### src/rtl/memory_stage.sv
// ---------------------------------------------------------------------------
// memory_stage -- MEM stage of the RV32 core.
//
// Consumes the execute->memory latch. Non-memory instructions, misaligned
// accesses and illegal instructions produce their result at the next edge.
// Aligned loads/stores capture the latch, move to BUSY and hold a data-bus
// request until dmem_ready, or until the timeout counter expires. Branches
// and jumps are resolved against the fetch prediction and registered
// together with the result.
//
// Ports
//   CLK, nRST                 clock (rising edge), async active-low reset
//   in_valid                  latch holds a live instruction
//   in_pc .. in_branch_target execute-stage values (WORD_W bits)
//   in_rd                     destination register
//   in_dread / in_dwrite      load / store size (0 none, 1 B, 2 H, 3 W)
//   in_reg_wr_src             writeback source: 0 alu, 1 load, 2 pc+4
//   in_reg_wr_mem(_signed)    load size (0 B, 1 H, 2 W) and sign extension
//   in_branch_pol/_predict    branch polarity, fetch prediction
//   in_illegal_inst           decode flagged the instruction illegal
//   in_pc_ctrl                0 inc, 1 branch, 2 JAL, 3 JALR, 4 exc return
//   dmem_*                    data bus request / response
//   stall                     upstream must hold the latch
//   redirect, redirect_pc     one-cycle fetch redirect
//   wb_valid, wb_rd, wb_data  one-cycle writeback result
//   exc_valid, exc_cause      one-cycle exception (0 illegal, 1 misaligned,
//                             2 bus timeout)
// ---------------------------------------------------------------------------
module memory_stage #(
    parameter int WORD_W      = 32,
    parameter int TIMEOUT_CYC = 255
) (
    input  logic              CLK,
    input  logic              nRST,
    input  logic              in_valid,
    input  logic [WORD_W-1:0] in_pc,
    input  logic [WORD_W-1:0] in_alu_out,
    input  logic [WORD_W-1:0] in_rdat2,
    input  logic [WORD_W-1:0] in_pc_plus_imm,
    input  logic [WORD_W-1:0] in_branch_target,
    input  logic [4:0]        in_rd,
    input  logic              in_dread,
    input  logic [1:0]        in_dwrite,
    input  logic [1:0]        in_reg_wr_src,
    input  logic [1:0]        in_reg_wr_mem,
    input  logic              in_reg_wr_mem_signed,
    input  logic              in_branch_pol,
    input  logic              in_branch_predict,
    input  logic              in_illegal_inst,
    input  logic [2:0]        in_pc_ctrl,
    output logic              dmem_ren,
    output logic              dmem_wen,
    output logic [WORD_W-1:0] dmem_addr,
    output logic [WORD_W-1:0] dmem_wdata,
    output logic [3:0]        dmem_wstrb,
    input  logic              dmem_ready,
    input  logic [WORD_W-1:0] dmem_rdata,
    output logic              stall,
    output logic              redirect,
    output logic [WORD_W-1:0] redirect_pc,
    output logic              wb_valid,
    output logic [4:0]        wb_rd,
    output logic [WORD_W-1:0] wb_data,
    output logic              exc_valid,
    output logic [1:0]        exc_cause
);

    typedef enum logic {IDLE, BUSY} state_t;

    localparam logic [2:0] PC_BRANCH = 3'd1;
    localparam logic [2:0] PC_JAL    = 3'd2;
    localparam logic [2:0] PC_JALR   = 3'd3;
    localparam logic [2:0] PC_ERET   = 3'd4;

    localparam logic [1:0] EXC_ILLEGAL  = 2'd0;
    localparam logic [1:0] EXC_MISALIGN = 2'd1;
    localparam logic [1:0] EXC_TIMEOUT  = 2'd2;

    localparam logic [1:0] SRC_MEM  = 2'd1;
    localparam logic [1:0] SRC_PC4  = 2'd2;

    localparam logic [7:0] TMO_LAST = 8'(TIMEOUT_CYC - 1);

    // Byte-lane enables for a store of the given size at the given lane.
    function automatic logic [3:0] store_strobe(input logic [1:0] size, input logic [1:0] lane);
        case (size)
            2'd1:    return 4'b0001 << lane;
            2'd2:    return 4'b0011 << lane;
            2'd3:    return 4'b1111;
            default: return 4'b0000;
        endcase
    endfunction

    // Store data replicated so every lane the strobe may select carries it.
    function automatic logic [WORD_W-1:0] store_data(input logic [1:0] size, input logic [WORD_W-1:0] d);
        case (size)
            2'd1:    return {(WORD_W/8){d[7:0]}};
            2'd2:    return {(WORD_W/16){d[15:0]}};
            default: return d;
        endcase
    endfunction

    // Select the addressed lane of a read word and extend it to full width.
    function automatic logic [WORD_W-1:0] load_extend(input logic [WORD_W-1:0] rdata,
                                                      input logic [1:0] lane,
                                                      input logic [1:0] size,
                                                      input logic sgn);
        logic [WORD_W-1:0] sh;
        sh = rdata >> {lane, 3'b000};
        case (size)
            2'd0:    return {{(WORD_W-8){sgn & sh[7]}}, sh[7:0]};
            2'd1:    return {{(WORD_W-16){sgn & sh[15]}}, sh[15:0]};
            default: return rdata;
        endcase
    endfunction

    state_t            state, state_nxt;
    logic [7:0]        tmo_cnt;

    logic              mem_op_p0;
    logic              misalign_p0;
    logic              start_p0;
    logic              issue_p0;
    logic              taken_p0;
    logic [WORD_W-1:0] target_p0;
    logic [WORD_W-1:0] pc_plus4_p0;
    logic              redirect_p0;
    logic [WORD_W-1:0] redirect_pc_p0;
    logic [WORD_W-1:0] alu_result_p0;

    // Instruction fields captured on entry to BUSY; the latch may change
    // underneath us while the bus transaction is outstanding.
    logic [1:0]        lane_p1;
    logic [4:0]        rd_p1;
    logic [1:0]        src_p1;
    logic [1:0]        ld_size_p1;
    logic              ld_signed_p1;
    logic [WORD_W-1:0] alu_p1;
    logic [WORD_W-1:0] pc_plus4_p1;
    logic [WORD_W-1:0] mem_result_p1;

    logic              bus_done;
    logic              bus_timeout;

    // ---- stage p0: decode of the latched instruction ----
    always_comb begin
        mem_op_p0 = in_dread | (in_dwrite != 2'd0);
        if (in_dread)
            misalign_p0 = (in_reg_wr_mem == 2'd1 && in_alu_out[0]) ||
                          (in_reg_wr_mem >= 2'd2 && in_alu_out[1:0] != 2'b00);
        else
            misalign_p0 = (in_dwrite == 2'd2 && in_alu_out[0]) ||
                          (in_dwrite == 2'd3 && in_alu_out[1:0] != 2'b00);
        misalign_p0 = misalign_p0 & mem_op_p0;
        start_p0 = (state == IDLE) && in_valid && mem_op_p0 && !in_illegal_inst && !misalign_p0;
        issue_p0 = (state == IDLE) && in_valid && !start_p0;
    end

    always_comb begin
        taken_p0    = 1'b0;
        target_p0   = in_pc_plus_imm;
        pc_plus4_p0 = in_pc + WORD_W'(4);
        case (in_pc_ctrl)
            PC_BRANCH: taken_p0 = (in_alu_out == '0) ^ in_branch_pol;
            PC_JAL:    taken_p0 = 1'b1;
            PC_JALR: begin
                taken_p0  = 1'b1;
                target_p0 = {in_alu_out[WORD_W-1:1], 1'b0};
            end
            default: ;
        endcase
        if (in_pc_ctrl == PC_ERET) begin
            redirect_p0    = 1'b1;
            redirect_pc_p0 = in_alu_out;
        end else begin
            // A correct direction prediction can still carry a stale target.
            redirect_p0    = (taken_p0 != in_branch_predict) ||
                             (taken_p0 && in_branch_target != target_p0);
            redirect_pc_p0 = taken_p0 ? target_p0 : pc_plus4_p0;
        end
        case (in_reg_wr_src)
            SRC_PC4: alu_result_p0 = pc_plus4_p0;
            default: alu_result_p0 = in_alu_out;
        endcase
    end

    // ---- stage p1: bus transaction state ----
    always_ff @(posedge CLK or negedge nRST) begin
        if (!nRST) begin
            state   <= IDLE;
            tmo_cnt <= '0;
        end else begin
            state   <= state_nxt;
            tmo_cnt <= (state == BUSY) ? tmo_cnt + 8'd1 : 8'd0;
        end
    end

    always_comb begin
        bus_done    = (state == BUSY) && dmem_ready;
        bus_timeout = (state == BUSY) && !dmem_ready && (tmo_cnt == TMO_LAST);
        state_nxt   = state;
        case (state)
            IDLE:    if (start_p0) state_nxt = BUSY;
            BUSY:    if (bus_done || bus_timeout) state_nxt = IDLE;
            default: state_nxt = IDLE;
        endcase
    end

    assign stall = (state == BUSY);

    always_ff @(posedge CLK) begin
        if (start_p0) begin
            lane_p1      <= in_alu_out[1:0];
            rd_p1        <= in_rd;
            src_p1       <= in_reg_wr_src;
            ld_size_p1   <= in_reg_wr_mem;
            ld_signed_p1 <= in_reg_wr_mem_signed;
            alu_p1       <= in_alu_out;
            pc_plus4_p1  <= pc_plus4_p0;
        end
    end

    always_comb begin
        case (src_p1)
            SRC_MEM: mem_result_p1 = load_extend(dmem_rdata, lane_p1, ld_size_p1, ld_signed_p1);
            SRC_PC4: mem_result_p1 = pc_plus4_p1;
            default: mem_result_p1 = alu_p1;
        endcase
    end

    // ---- stage p2: registered outputs to bus, fetch and writeback ----
    always_ff @(posedge CLK or negedge nRST) begin
        if (!nRST) begin
            dmem_ren    <= 1'b0;
            dmem_wen    <= 1'b0;
            dmem_addr   <= '0;
            dmem_wdata  <= '0;
            dmem_wstrb  <= '0;
            redirect    <= 1'b0;
            redirect_pc <= '0;
            wb_valid    <= 1'b0;
            wb_rd       <= '0;
            wb_data     <= '0;
            exc_valid   <= 1'b0;
            exc_cause   <= '0;
        end else begin
            wb_valid  <= 1'b0;
            redirect  <= 1'b0;
            exc_valid <= 1'b0;

            if (issue_p0) begin
                wb_valid <= 1'b1;
                if (in_illegal_inst) begin
                    exc_valid <= 1'b1;
                    exc_cause <= EXC_ILLEGAL;
                    wb_rd     <= '0;
                    wb_data   <= '0;
                end else if (misalign_p0) begin
                    exc_valid <= 1'b1;
                    exc_cause <= EXC_MISALIGN;
                    wb_rd     <= '0;
                    wb_data   <= '0;
                end else begin
                    wb_rd       <= in_rd;
                    wb_data     <= alu_result_p0;
                    redirect    <= redirect_p0;
                    redirect_pc <= redirect_pc_p0;
                end
            end

            if (start_p0) begin
                dmem_ren   <= in_dread;
                dmem_wen   <= !in_dread;
                dmem_addr  <= {in_alu_out[WORD_W-1:2], 2'b00};
                dmem_wdata <= store_data(in_dwrite, in_rdat2);
                dmem_wstrb <= in_dread ? 4'b0000 : store_strobe(in_dwrite, in_alu_out[1:0]);
            end

            if (bus_done) begin
                dmem_ren   <= 1'b0;
                dmem_wen   <= 1'b0;
                dmem_wstrb <= '0;
                wb_valid   <= 1'b1;
                wb_rd      <= rd_p1;
                wb_data    <= mem_result_p1;
            end

            if (bus_timeout) begin
                dmem_ren   <= 1'b0;
                dmem_wen   <= 1'b0;
                dmem_wstrb <= '0;
                wb_valid   <= 1'b1;
                wb_rd      <= '0;
                wb_data    <= '0;
                exc_valid  <= 1'b1;
                exc_cause  <= EXC_TIMEOUT;
            end
        end
    end

endmodule
### config.mk
export PLATFORM = sky130hd
export DESIGN_NAME = memory_stage
export DESIGN_NICKNAME = d
export VERILOG_FILES = /design/src/rtl/memory_stage.sv
export SDC_FILE = /design/constraint.sdc
export NUM_CORES = 1
export LEC_CHECK = 0
export CAP_MARGIN = 20
export CORE_MARGIN = 2
export CORE_UTILIZATION = 52
export DETAILED_ROUTE_END_ITERATION = 8
export PLACE_DENSITY_LB_ADDON = 0.15
export REMOVE_ABC_BUFFERS = 1
export SKIP_LAST_GASP = 1
export SYNTH_ARGS = -nofsm -noshare
export SYNTH_HDL_FRONTEND = slang
export SYNTH_SLANG_ARGS = --single-unit
### constraint.sdc
create_clock -name CLK -period 3.4 [get_ports CLK]
set_input_delay 0.34 -clock CLK [delete_from_list [all_inputs] [get_ports CLK]]
set_output_delay 0.34 -clock CLK [all_outputs]
set_load 0.005 [all_outputs]
==> impl_metrics.json <==
{
  "outcome": "complete, no violations",
  "yosysTopAreaCellShare_pct": 30.0,
  "post_drt_wl_per_cell_um": 24.4,
  "final_nets": 1976,
  "yosysWarningCount": 0,
  "antenna_left": 0,
  "core_region_mm2": 0.0236,
  "drcViolationCount": 0,
  "holdCritPathClass": "primary input to register",
  "sequential_cell_area_mm2": 0.00600,
  "combinational_share_of_power_pct": 27.3,
  "report.final.slew_viol_count": 0,
  "internal-power_mw": 6.14,
  "crit_path_top_delay_cell": "sky130_fd_sc_hd__clkdlybuf4s50_1",
  "synthesis.instances": 1379,
  "gp_congestion": 0.987,
  "cp.required_ns": 3.76,
  "cts-buffers-inserted": 25,
  "cts_tree": "yes",
  "power_switching_mw": 2.54,
  "synth_area_leader_cell": "sky130_fd_sc_hd__dfrtp_1",
  "slew_headroom_pct": 36.8,
  "final.fill_count": 1703,
  "cts-resized-gates": 0,
  "unrepaired_setup_endpoints_after_global_routing": "false",
  "worstSetupEndpointType": "register",
  "drive_gt1_share_pct": 8.14,
  "final_critical_path_setup_slack_ns": 0.846,
  "top_cell_family_by_delay_on_the_critical_path": "buffers and inverters",
  "yosysMostFrequentCell": "sky130_fd_sc_hd__nand2_1",
  "post_drt_via_cell_ratio": 6.29,
  "setup_violations": 0,
  "floorplan.io_pins": 360,
  "r2r_start": "alu_p1[1]",
  "max-vdd-ir-drop_v": 0.000349,
  "worst_skew_pair_latency_ns": 0.53,
  "postPlaceCellArea_mm2": 0.0168,
  "pin_count_of_the_biggest_net_entering_global_routing": 98,
  "synth-async-reset-ratio_pct": 67.1,
  "placementRows": 56,
  "grt_pass1_vias": 13000,
  "global_route_wire_length_before_repair_mm": 77.2,
  "overflow": 0,
  "dpl_worst_slack_ns": 0.384,
  "setup_skew_after_layout_ns": 0.0133,
  "critPathMaxFanout": 97,
  "dp_hpwl_mm": 38.6,
  "worstHoldStart": "in_reg_wr_mem_signed",
  "power_density_mw_per_mm2": 492,
  "drt_pass1_iterations": 5,
  "drt_wl_total_mm": 51.1,
  "most_common_flop_cell_mapped_by_yosys": "sky130_fd_sc_hd__dfrtp_1",
  "syn_avg_cell_area_um2": 9.12,
  "drv_cap": 0,
  "chipHeight_um": 160,
  "numPortBuffers": 357,
  "worst_endpoint_data_arrival_time_ns": 2.92,
  "grt_antenna_before_repair": 6,
  "finalHoldViolations": 0,
  "vias": 13200,
  "worst_slew_pin_slew_ns": 0.949,
  "initial_utilization_pct": 53.3,
  "synthTopCellsByCount": "226 x sky130_fd_sc_hd__nand2_1, 151 x sky130_fd_sc_hd__dfrtp_1, 137 x sky130_fd_sc_hd__o21ai_0",
  "max_freq_mhz": 392,
  "switching_share_pct": 29.3,
  "cts_max_path_buffers": 3,
  "cts.clk_slew.worst_paths_ns": 0.06,
  "finalPower_mw": 8.69,
  "multiInputGateArea_mm2": 0.00600,
  "cp.buffers_inverters": 2,
  "final.period_utilization_pct": 75.1,
  "power_leakage_nw": 7.34,
  "floorplan.die_area_mm2": 0.0255,
  "ys_ff_latch": 225,
  "layout_min_cycle_time_ns": 2.55,
  "criticalPathCategory": "primary input to register",
  "yosys.cell_types.count": 76,
  "ys_seq_area_share_pct": 47.7,
  "globalRouteTotalUtil_pct": 39.3,
  "post_synth_design_cell_area_mm2": 0.0126,
  "power_frac_clock_pct": 32.1,
  "detail_route.iter0.violations": 1585,
  "cp-startpoint": "in_alu_out[0]",
  "postLayoutCellArea_mm2": 0.0177,
  "cp_cell_sequence": "clkdlybuf4s50_1 -> a21oi_1 -> nor2_1 -> o2bb2a_1 -> nor2_4 -> nand3_4 -> buf_4 -> o21ai_0",
  "power.sequential.fraction_pct": 40.6,
  "floorplan.die.width_um": 160,
  "startpoint_type": "primary input",
  "depth_of_the_cts_h_tree": 1,
  "ys_top_cells_by_area": "sky130_fd_sc_hd__dfrtp_1 30%, sky130_fd_sc_hd__edfxtp_1 18%, sky130_fd_sc_hd__nand2_1 6.7%, sky130_fd_sc_hd__o21ai_0 5.5%, sky130_fd_sc_hd__a21oi_1 4.1%",
  "cpPeakStageDelay_ns": 0.82,
  "synth-edff-count": 74,
  "clkSinkCount": 225,
  "area_growth_pct": 40.5,
  "clock-root-buffer": "sky130_fd_sc_hd__clkbuf_16"
}
==> layout make-up <==
| cell class | instances | area share (%) |
|---|---|---|
| clock buffer | 37 | 4.31 |
| timing repair buffer | 429 | 23.7 |
| tap | 319 | 2.26 |
| antenna | 2 | 0.0283 |
| inverter | 61 | 1.31 |
| multi-input combinational | 1009 | 34.0 |
| sequential | 225 | 34.0 |
| clock inverter | 9 | 0.446 |
==> power by group through the flow <==
stage	clock, mW	combinational [mW]	sequential, mW
floorplan	0	0.723	3.53
global placement	0	2.29	3.55
detailed placement	0	2.34	3.55
CTS	2.78	2.35	3.52
global route	2.89	2.53	3.57
finish	2.79	2.37	3.53
==> path summary, 6_finish.rpt <==
path | to | slack [ns] | cells past startpoint
min in group asynchronous | tmo_cnt[4] | 0.41 | 2
setup / recovery | dmem_wdata[13] | 0.85 | 8
hold reg to reg | dmem_wdata[5] | 0.48 | 2
max in group asynchronous | wb_data[14] | 2.14 | 3
hold / removal | ld_signed_p1 | 0.40 | 1
setup reg to reg | wb_data[31] | 0.86 | 8
==> registers in the layout, indices dropped and copies added, names as in the netlist <==
name / flops
dmem_addr: 30
exc_valid: 1
src_p1: 2
wb_rd: 5
dmem_wen: 1
dmem_ren: 1
tmo_cnt: 8
redirect: 1
ld_signed_p1: 1
dmem_wdata: 32
alu_p1: 31
dmem_wstrb: 4
pc_plus4_p1: 32
ld_size_p1: 2
wb_valid: 1
lane_p1: 1
wb_data: 32
rd_p1: 5
stall: 1
redirect_pc: 32
exc_cause: 2
==> metal layers <==
layer  share of wire, %  GRT usage, %
met5               0.11             0
met4                4.6          16.1
met3                 13          10.7
met2                 45          61.9
met1                 37          51.5
==> placed cells by master, fill, tap and decap left out, types with 15 or more instances in the layout <==
| master | instances |
|---|---|
| sky130_fd_sc_hd__clkdlybuf4s50_1 | 356 |
| sky130_fd_sc_hd__o21ai_0 | 137 |
| sky130_fd_sc_hd__dfrtp_1 | 151 |
| sky130_fd_sc_hd__o211ai_1 | 15 |
| sky130_fd_sc_hd__and3_1 | 20 |
| sky130_fd_sc_hd__a221o_1 | 21 |
| sky130_fd_sc_hd__nand4_1 | 16 |
| sky130_fd_sc_hd__clkbuf_16 | 26 |
| sky130_fd_sc_hd__a21oi_1 | 104 |
| sky130_fd_sc_hd__nand2b_1 | 25 |
| sky130_fd_sc_hd__mux2i_1 | 35 |
| sky130_fd_sc_hd__edfxtp_1 | 74 |
| sky130_fd_sc_hd__o22ai_1 | 23 |
| sky130_fd_sc_hd__xnor2_1 | 29 |
| sky130_fd_sc_hd__nand2_1 | 226 |
| sky130_fd_sc_hd__inv_1 | 59 |
| sky130_fd_sc_hd__buf_4 | 65 |
| sky130_fd_sc_hd__nor2b_1 | 22 |
| sky130_fd_sc_hd__a22oi_1 | 15 |
| sky130_fd_sc_hd__nand3_1 | 39 |
| sky130_fd_sc_hd__nor2_1 | 73 |
| sky130_fd_sc_hd__xor2_1 | 20 |
==> timing repair <==
| action | 4_1_cts | 5_1_grt |
|---|---|---|
| hold buffers | 1 | 0 |
| endpoints found under the setup margin | 0 | 0 |
| hold endpoints to repair | 82 | 0 |
| buffers inserted | 0 | 0 |
==> cell families (layout without fill, tap and decap cells) <==
family / count (synthesis) / after routing / synth area share (%)
AND/OR/NAND/NOR: 488 / 488 / 18.5
multiplexers: 41 / 41 / 3.41
flip-flops: 225 / 225 / 47.7
adder cells (fa/ha/maj): 10 / 10 / 0.995
other: 1 / 4 / 0.0298
buffers and inverters: 146 / 536 / 4.76
AO/OA/AOI/OAI: 417 / 417 / 20.9
XOR/XNOR: 51 / 51 / 3.67
==> through the flow <==
| stage | setup TNS, ns | hold WS [ns] | utilization [%] | instances |
|---|---|---|---|---|
| finish | 0 | 0.400 | 74.8 | 2091 |
| global route | 0 | 0.401 | 74.8 | 2090 |
| CTS | 0 | 0.396 | 74.8 | 2089 |
| detailed placement | 0 | 0.442 | 71.2 | 2042 |
| global placement | 0 | 0.446 | 71.2 | 2042 |
| floorplan | -92.01 | 0.0444 | - | 1295 |
Note: power is estimated with default switching activity, not from simulation.
